`src/rtl/fetch_stage_ctrl.sv`:
```
// Instruction-fetch front end: PC, single-outstanding imem handshake, 1-entry skid and IF/ID register.
// Optional FETCH_PERF_CNT_EN adds saturating bubble_cnt / drop_cnt outputs.
module fetch_stage_ctrl #(
    parameter int                     PC_WIDTH    = 16,
    parameter int                     INSTR_WIDTH = 16,
    parameter logic [PC_WIDTH-1:0]    RESET_PC    = '0,
    parameter logic [INSTR_WIDTH-1:0] NOP_INSTR   = '0
) (
    input  logic                   clk,
    input  logic                   rst,
    input  logic                   pcstall,
    input  logic                   IF_IDstall,
    input  logic                   flushIF_ID,
    input  logic                   PCSrc,
    input  logic                   jump,
    input  logic [PC_WIDTH-1:0]    branch_target,
    input  logic [PC_WIDTH-1:0]    jump_target,
    output logic                   imem_req,
    output logic [PC_WIDTH-1:0]    imem_addr,
    input  logic                   imem_gnt,
    input  logic                   imem_rvalid,
    input  logic [INSTR_WIDTH-1:0] imem_rdata,
    output logic [INSTR_WIDTH-1:0] instrD,
    output logic [PC_WIDTH-1:0]    pcD,
    output logic [PC_WIDTH-1:0]    pc_plus1D,
    output logic                   validD
`ifdef FETCH_PERF_CNT_EN
    ,
    output logic [15:0]            bubble_cnt,
    output logic [15:0]            drop_cnt
`endif
);

    localparam logic [PC_WIDTH-1:0] PC_ONE = {{(PC_WIDTH-1){1'b0}}, 1'b1};

    typedef enum logic [1:0] {ISSUE, WAIT, DRAIN} state_t;

    state_t                 state;
    logic [PC_WIDTH-1:0]    pcF;
    logic [PC_WIDTH-1:0]    pc_inflight;
    logic [PC_WIDTH-1:0]    skid_pc;
    logic [INSTR_WIDTH-1:0] skid_instr;
    logic                   skid_full;
    logic                   live;

    logic                   redirect;
    logic [PC_WIDTH-1:0]    redirect_pc;
    logic                   hold;
    logic                   accept;
    logic                   rsp_take;
    logic                   skid_avail;
    logic                   avail;

    assign redirect    = PCSrc | jump;
    assign redirect_pc = PCSrc ? branch_target : jump_target;
    assign hold        = pcstall | IF_IDstall;

    // live keeps the request low for the whole reset and the first cycle after it
    assign imem_req    = live & (state == ISSUE) & ~skid_full & ~pcstall;
    assign imem_addr   = pcF;
    assign accept      = imem_req & imem_gnt;

    // A redirect makes both the arriving response and the skid entry wrong-path
    assign rsp_take    = (state == WAIT) & imem_rvalid & ~redirect;
    assign skid_avail  = skid_full & ~redirect;
    assign avail       = skid_avail | rsp_take;

    always_ff @(posedge clk or negedge rst) begin
        if (!rst) begin
            state       <= ISSUE;
            pcF         <= RESET_PC;
            pc_inflight <= '0;
            live        <= 1'b0;
        end else begin
            live <= 1'b1;
            if (accept)
                pc_inflight <= pcF;
            if (redirect)
                pcF <= redirect_pc;
            else if (accept)
                pcF <= pcF + PC_ONE;
            case (state)
                ISSUE: if (accept) state <= redirect ? DRAIN : WAIT;
                // a response landing with the redirect is simply dropped, nothing left to drain
                WAIT: begin
                    if (imem_rvalid)
                        state <= ISSUE;
                    else if (redirect)
                        state <= DRAIN;
                end
                DRAIN: if (imem_rvalid) state <= ISSUE;
                default: state <= ISSUE;
            endcase
        end
    end

    always_ff @(posedge clk or negedge rst) begin
        if (!rst) begin
            skid_full  <= 1'b0;
            skid_instr <= '0;
            skid_pc    <= '0;
            instrD     <= NOP_INSTR;
            pcD        <= '0;
            pc_plus1D  <= '0;
            validD     <= 1'b0;
        end else if (flushIF_ID) begin
            validD    <= 1'b0;
            instrD    <= NOP_INSTR;
            skid_full <= 1'b0;
        end else if (hold) begin
            if (redirect) begin
                skid_full <= 1'b0;
            end else if (rsp_take) begin
                skid_full  <= 1'b1;
                skid_instr <= imem_rdata;
                skid_pc    <= pc_inflight;
            end
        end else if (avail) begin
            validD    <= 1'b1;
            skid_full <= 1'b0;
            if (skid_avail) begin
                instrD    <= skid_instr;
                pcD       <= skid_pc;
                pc_plus1D <= skid_pc + PC_ONE;
            end else begin
                instrD    <= imem_rdata;
                pcD       <= pc_inflight;
                pc_plus1D <= pc_inflight + PC_ONE;
            end
        end else begin
            validD    <= 1'b0;
            instrD    <= NOP_INSTR;
            skid_full <= 1'b0;
        end
    end

`ifdef FETCH_PERF_CNT_EN
    always_ff @(posedge clk or negedge rst) begin
        if (!rst) begin
            bubble_cnt <= '0;
            drop_cnt   <= '0;
        end else begin
            if (!flushIF_ID && !hold && !avail && bubble_cnt != 16'hFFFF)
                bubble_cnt <= bubble_cnt + 16'd1;
            if (imem_rvalid && (state == DRAIN || (state == WAIT && flushIF_ID)) &&
                drop_cnt != 16'hFFFF)
                drop_cnt <= drop_cnt + 16'd1;
        end
    end
`endif

endmodule

```
`config.mk`:
```
export PLATFORM = sky130hd
export DESIGN_NAME = fetch_stage_ctrl
export DESIGN_NICKNAME = d
export VERILOG_FILES = /design/src/rtl/fetch_stage_ctrl.sv
export SDC_FILE = /design/constraint.sdc
export NUM_CORES = 1
export LEC_CHECK = 0
export ABC_AREA = 1
export CAP_MARGIN = 0
export CORE_ASPECT_RATIO = 2
export CORE_UTILIZATION = 46
export CTS_CLUSTER_DIAMETER = 120
export CTS_CLUSTER_SIZE = 16
export DETAILED_ROUTE_END_ITERATION = 6
export PLACE_DENSITY_LB_ADDON = 0.08
export SYNTH_ARGS = -nofsm -noshare
export SYNTH_HDL_FRONTEND = slang
export SYNTH_SLANG_ARGS = --single-unit
```
`constraint.sdc`:
```
create_clock -name clk -period 1.8 [get_ports clk]
set_input_delay 0.36 -clock clk [delete_from_list [all_inputs] [get_ports clk]]
set_output_delay 0.36 -clock clk [all_outputs]
set_load 0.02 [all_outputs]
```
==> results of run 1 <==
==> through the flow <==
stage	setup TNS [ps]	cell area, µm²	utilization, %	instances	hold WS, ps
final	0	8270	67.4	1000	286
after global routing	-2.31	8270	67.4	1000	303
after CTS	0	8240	67.2	1000	277
after detailed placement	-32000	7590	61.9	967	167
after global placement	-28460	7590	61.9	967	168
after floorplan	0	5820	-	663	64.4
==> flip-flops by register name (all words and copies together) (netlist names) <==
register and flops:
skid_instr 16, imem_addr 16, validD 1, pcD 16, pc_plus1D 16, skid_full 1
instrD 16, live 1, skid_pc 16, state 2, pc_inflight 16
==> cells in the mapped netlist (3+ instances only) <==
master	instances
nor2_1	39
xor2_1	4
mux2_1	3
buf_4	3
nor2_4	5
nand2_2	21
inv_2	5
inv_1	46
o21a_1	3
nor3_1	4
o22ai_1	3
mux2_2	19
clkbuf_1	10
nand3_1	43
nand4_1	8
o21ai_1	14
buf_2	8
a21oi_1	18
buf_6	9
o211ai_1	7
nand2_1	172
nor2_2	6
o21ai_0	58
nand3_2	4
dfrtp_1	117
mux2i_1	14
==> worst max path at each step <==
stage,end
floorplan,imem_addr[14]
global placement,pc_plus1D[12]
detailed placement,pc_plus1D[8]
CTS,imem_addr[15]
global route,pc_plus1D[10]
finish,pcD[6]
==> area by class of cell <==
| class | instances | area (µm²) |
|---|---|---|
| clock buffers | 24 | 502 |
| clock inverters | 8 | 168 |
| fillers | 1015 | 4000 |
| inverters | 51 | 193 |
| multi-input cells | 463 | 2490 |
| flip-flops and latches | 117 | 2930 |
| well taps | 147 | 184 |
| repair buffers | 190 | 1800 |
==> cell usage in the layout, fill, tap and decap left out, drive strengths merged, types with 2 or more instances in the layout <==
cell / instances
nand2: 194
dfrtp: 117
clkdlybuf4s50: 100
o21ai: 73
buf: 69
inv: 50
nor2: 50
nand3: 48
clkbuf: 24
mux2: 22
a21oi: 18
dlygate4sd2: 17
mux2i: 14
nand4: 9
o211ai: 7
bufinv: 5
nor3: 5
xor2: 4
o22ai: 3
o21a: 3
clkinv: 3
dlymetal6s2s: 3
xnor2: 2
a22oi: 2
o2111ai: 2
ha: 2
==> timing repair <==
item | 4_1_cts | 5_1_grt
buffers inserted | 0 | 0
hold buffers | 1 | 0
gates resized for setup | 21 | 8
endpoints found under the setup margin | 27 | 12
pin swaps | 1 | 0
endpoints found under the hold margin | 62 | 0
==> power groups by stage <==
stage	logic (W)	clock network, W	registers, W
floorplan	0.00100	0	0.00319
global placement	0.00199	0	0.00318
detailed placement	0.00204	0	0.00320
CTS	0.00202	0.00382	0.00315
global route	0.00222	0.00397	0.00319
finish	0.00201	0.00379	0.00316
==> logic make-up after synthesis <==
group	after synthesis	synth area share, %
compound gates	111	10.5
xor+xnor	6	0.902
fa+ha+maj	2	0.430
buf+inv	83	7.18
flops	117	50.3
mux	36	6.66
other cells	1	0.0644
simple gates	307	24.0
==> routing by layer <==
layer	global-route usage, %	vias to the layer above
li1	-	2535
met1	24.5	2449
met2	47.7	149
met3	4.46	32
met4	12.6	0
met5	0	-
==> summary.md, run 1 <==
| Metric | Value |
|---|---|
| Core area | between 10000 and 15000 µm² |
| CP Cell Sequence | clkdlybuf4s50_1 |
| Initial antenna violation count | 0 |
| Net Switching | ~0.0025 W |
| Post-DP HPWL | ~11000 µm |
| Final Hold Viols | 0 |
| Via count | 5165 |
| CP required | between 1000 and 1500 ps |
| Peak Freq | between 500 and 600 MHz |
| Vias per Instance | 5.17 |
| Routed len/inst | around 15 µm |
| Vias in the first global route | ~5400 |
| Count of yosys warnings during synthesis | 0 |
| VDD IR-drop max | between 0.0009 and 0.001 V |
| Post-Syn Nets | just over 700 |
| Detailed Route Iter0 Violations | around 250 |
| Synth Register Bits | roughly 120 |
| Hold Path Class | input port to asynchronous set/reset pin |
| Worst Skew | 7.68 ps |
| Critical path peak fanout | 2 |
| Met3 WL | approximately 480 µm |
| Die ar. | between 10000 and 15000 µm² |
| Share of cells above drive strength 1 | around 20% |
| Buf/Inv on CP | 1 |
| Worst R2R Start | skid_full |
| First-pass GRT wire length | roughly 25000 µm |
| CP top delay family | buffers and inverters |
| Crit path from | pcD[6] |
| Clock share of power | approximately 42% |
| Post-synthesis cell area | ~5800 µm² |
| P_int | 0.00645 W |
| # rows | 57 |
| Worst R2R Setup Slack | about 90 ps |
| Worst path depth | 1 |
| Die Span Y | about 160 µm |
| Worst slack at placement | -507 ps |
| Synth area leader | dfrtp_1 |
| Pin count of the biggest net entering global routing | 67 |
| Final weighted congestion in routability-driven placement | around 0.94 |
| Leakage | between 4 and 5 nW |
| Port Buf Inserts | about 120 |
| Max_cap viols | 0 |
| CTS sink cnt | approximately 120 |
| Die width | 81.6 µm |
| Root Driver | clkbuf_16 |
| Remaining Overflow, GRT | 0 |
| R2R cell count | 10 |
| Clock Latency Late Sink | roughly 410 ps |
| First-pass DRT Iterations | 4 |
| Total I/O pin count | approximately 120 |
| RR Endpoint | pc_plus1D[10] |
| Total Routed Length | about 15000 µm |
| Fin nets | 899 |
| Slowest cell on crit path | clkdlybuf4s50_1 |
| Sw frac | 28.0% |
| Crit start category | flop |
| Top_reg_cell synth | dfrtp_1 |
| Area Overhead vs Synth | 41.9% |
| Yosys top cell area share | between 50% and 60% |
| Fin crit period | approximately 1700 ps |
| Ys async rst share | 100% |
| Avg Cell Area, Syn | ~8.8 µm² |
| Top cells by area, synth | dfrtp_1, nand2_1, o21ai_0, nand3_1, mux2_2 |
| Ant. Diodes | 0 |
| WL met1 | between 5000 and 6000 µm |
| Starting Density | 47.5% |
| Crit end category | output pin |
| # DRC | 0 |
| RSZ-0062 raised after global routing | true |
| Largest stage delay on the critical path | 630 ps |
| Gate power share | between 20% and 30% |
| Netlist cell types | 42 |
| TritonCTS clock tree | built |
| Sequential group share of total power | about a third |
| Power, Total | 0.00896 W |
| Met2 Wirelength | ~8700 µm |
| Critical Path AT | between 1000 and 1500 ps |
| PnR worst setup slack | between 50 and 60 ps |
| Top layer in use | met4 |
| Seq/Total Area, Yosys | 50.3% |
| H-tree levels | 4 |
| Num CTS Buffers | 17 |
| Post-synth EDFFs | 0 |
| Critical path class | flop to output pin |
| GRT Util Overall | about a quarter |
| Setup-failing EPs final | 0 |
| DRT antenna net count | 0 |
| Pwr/cell area | 1080 nW/µm² |
| Final worst path period share | slightly below 100% |
| Maximum root-to-sink buffer count | 2 |
| Worst-path clk slew | approximately 50 ps |
| Status | finished, final reports clean |
| Max-slew violations | 0 |
| Syn Inst Count | around 660 |
Note: power is estimated with default switching activity, not from simulation.
==> inputs of run 2 (changes only) <==
Settings changed: CTS_CLUSTER_SIZE 16 to 24.
==> results of run 2 <==
Final layout, timing and power as in run 1 (identical DEF).
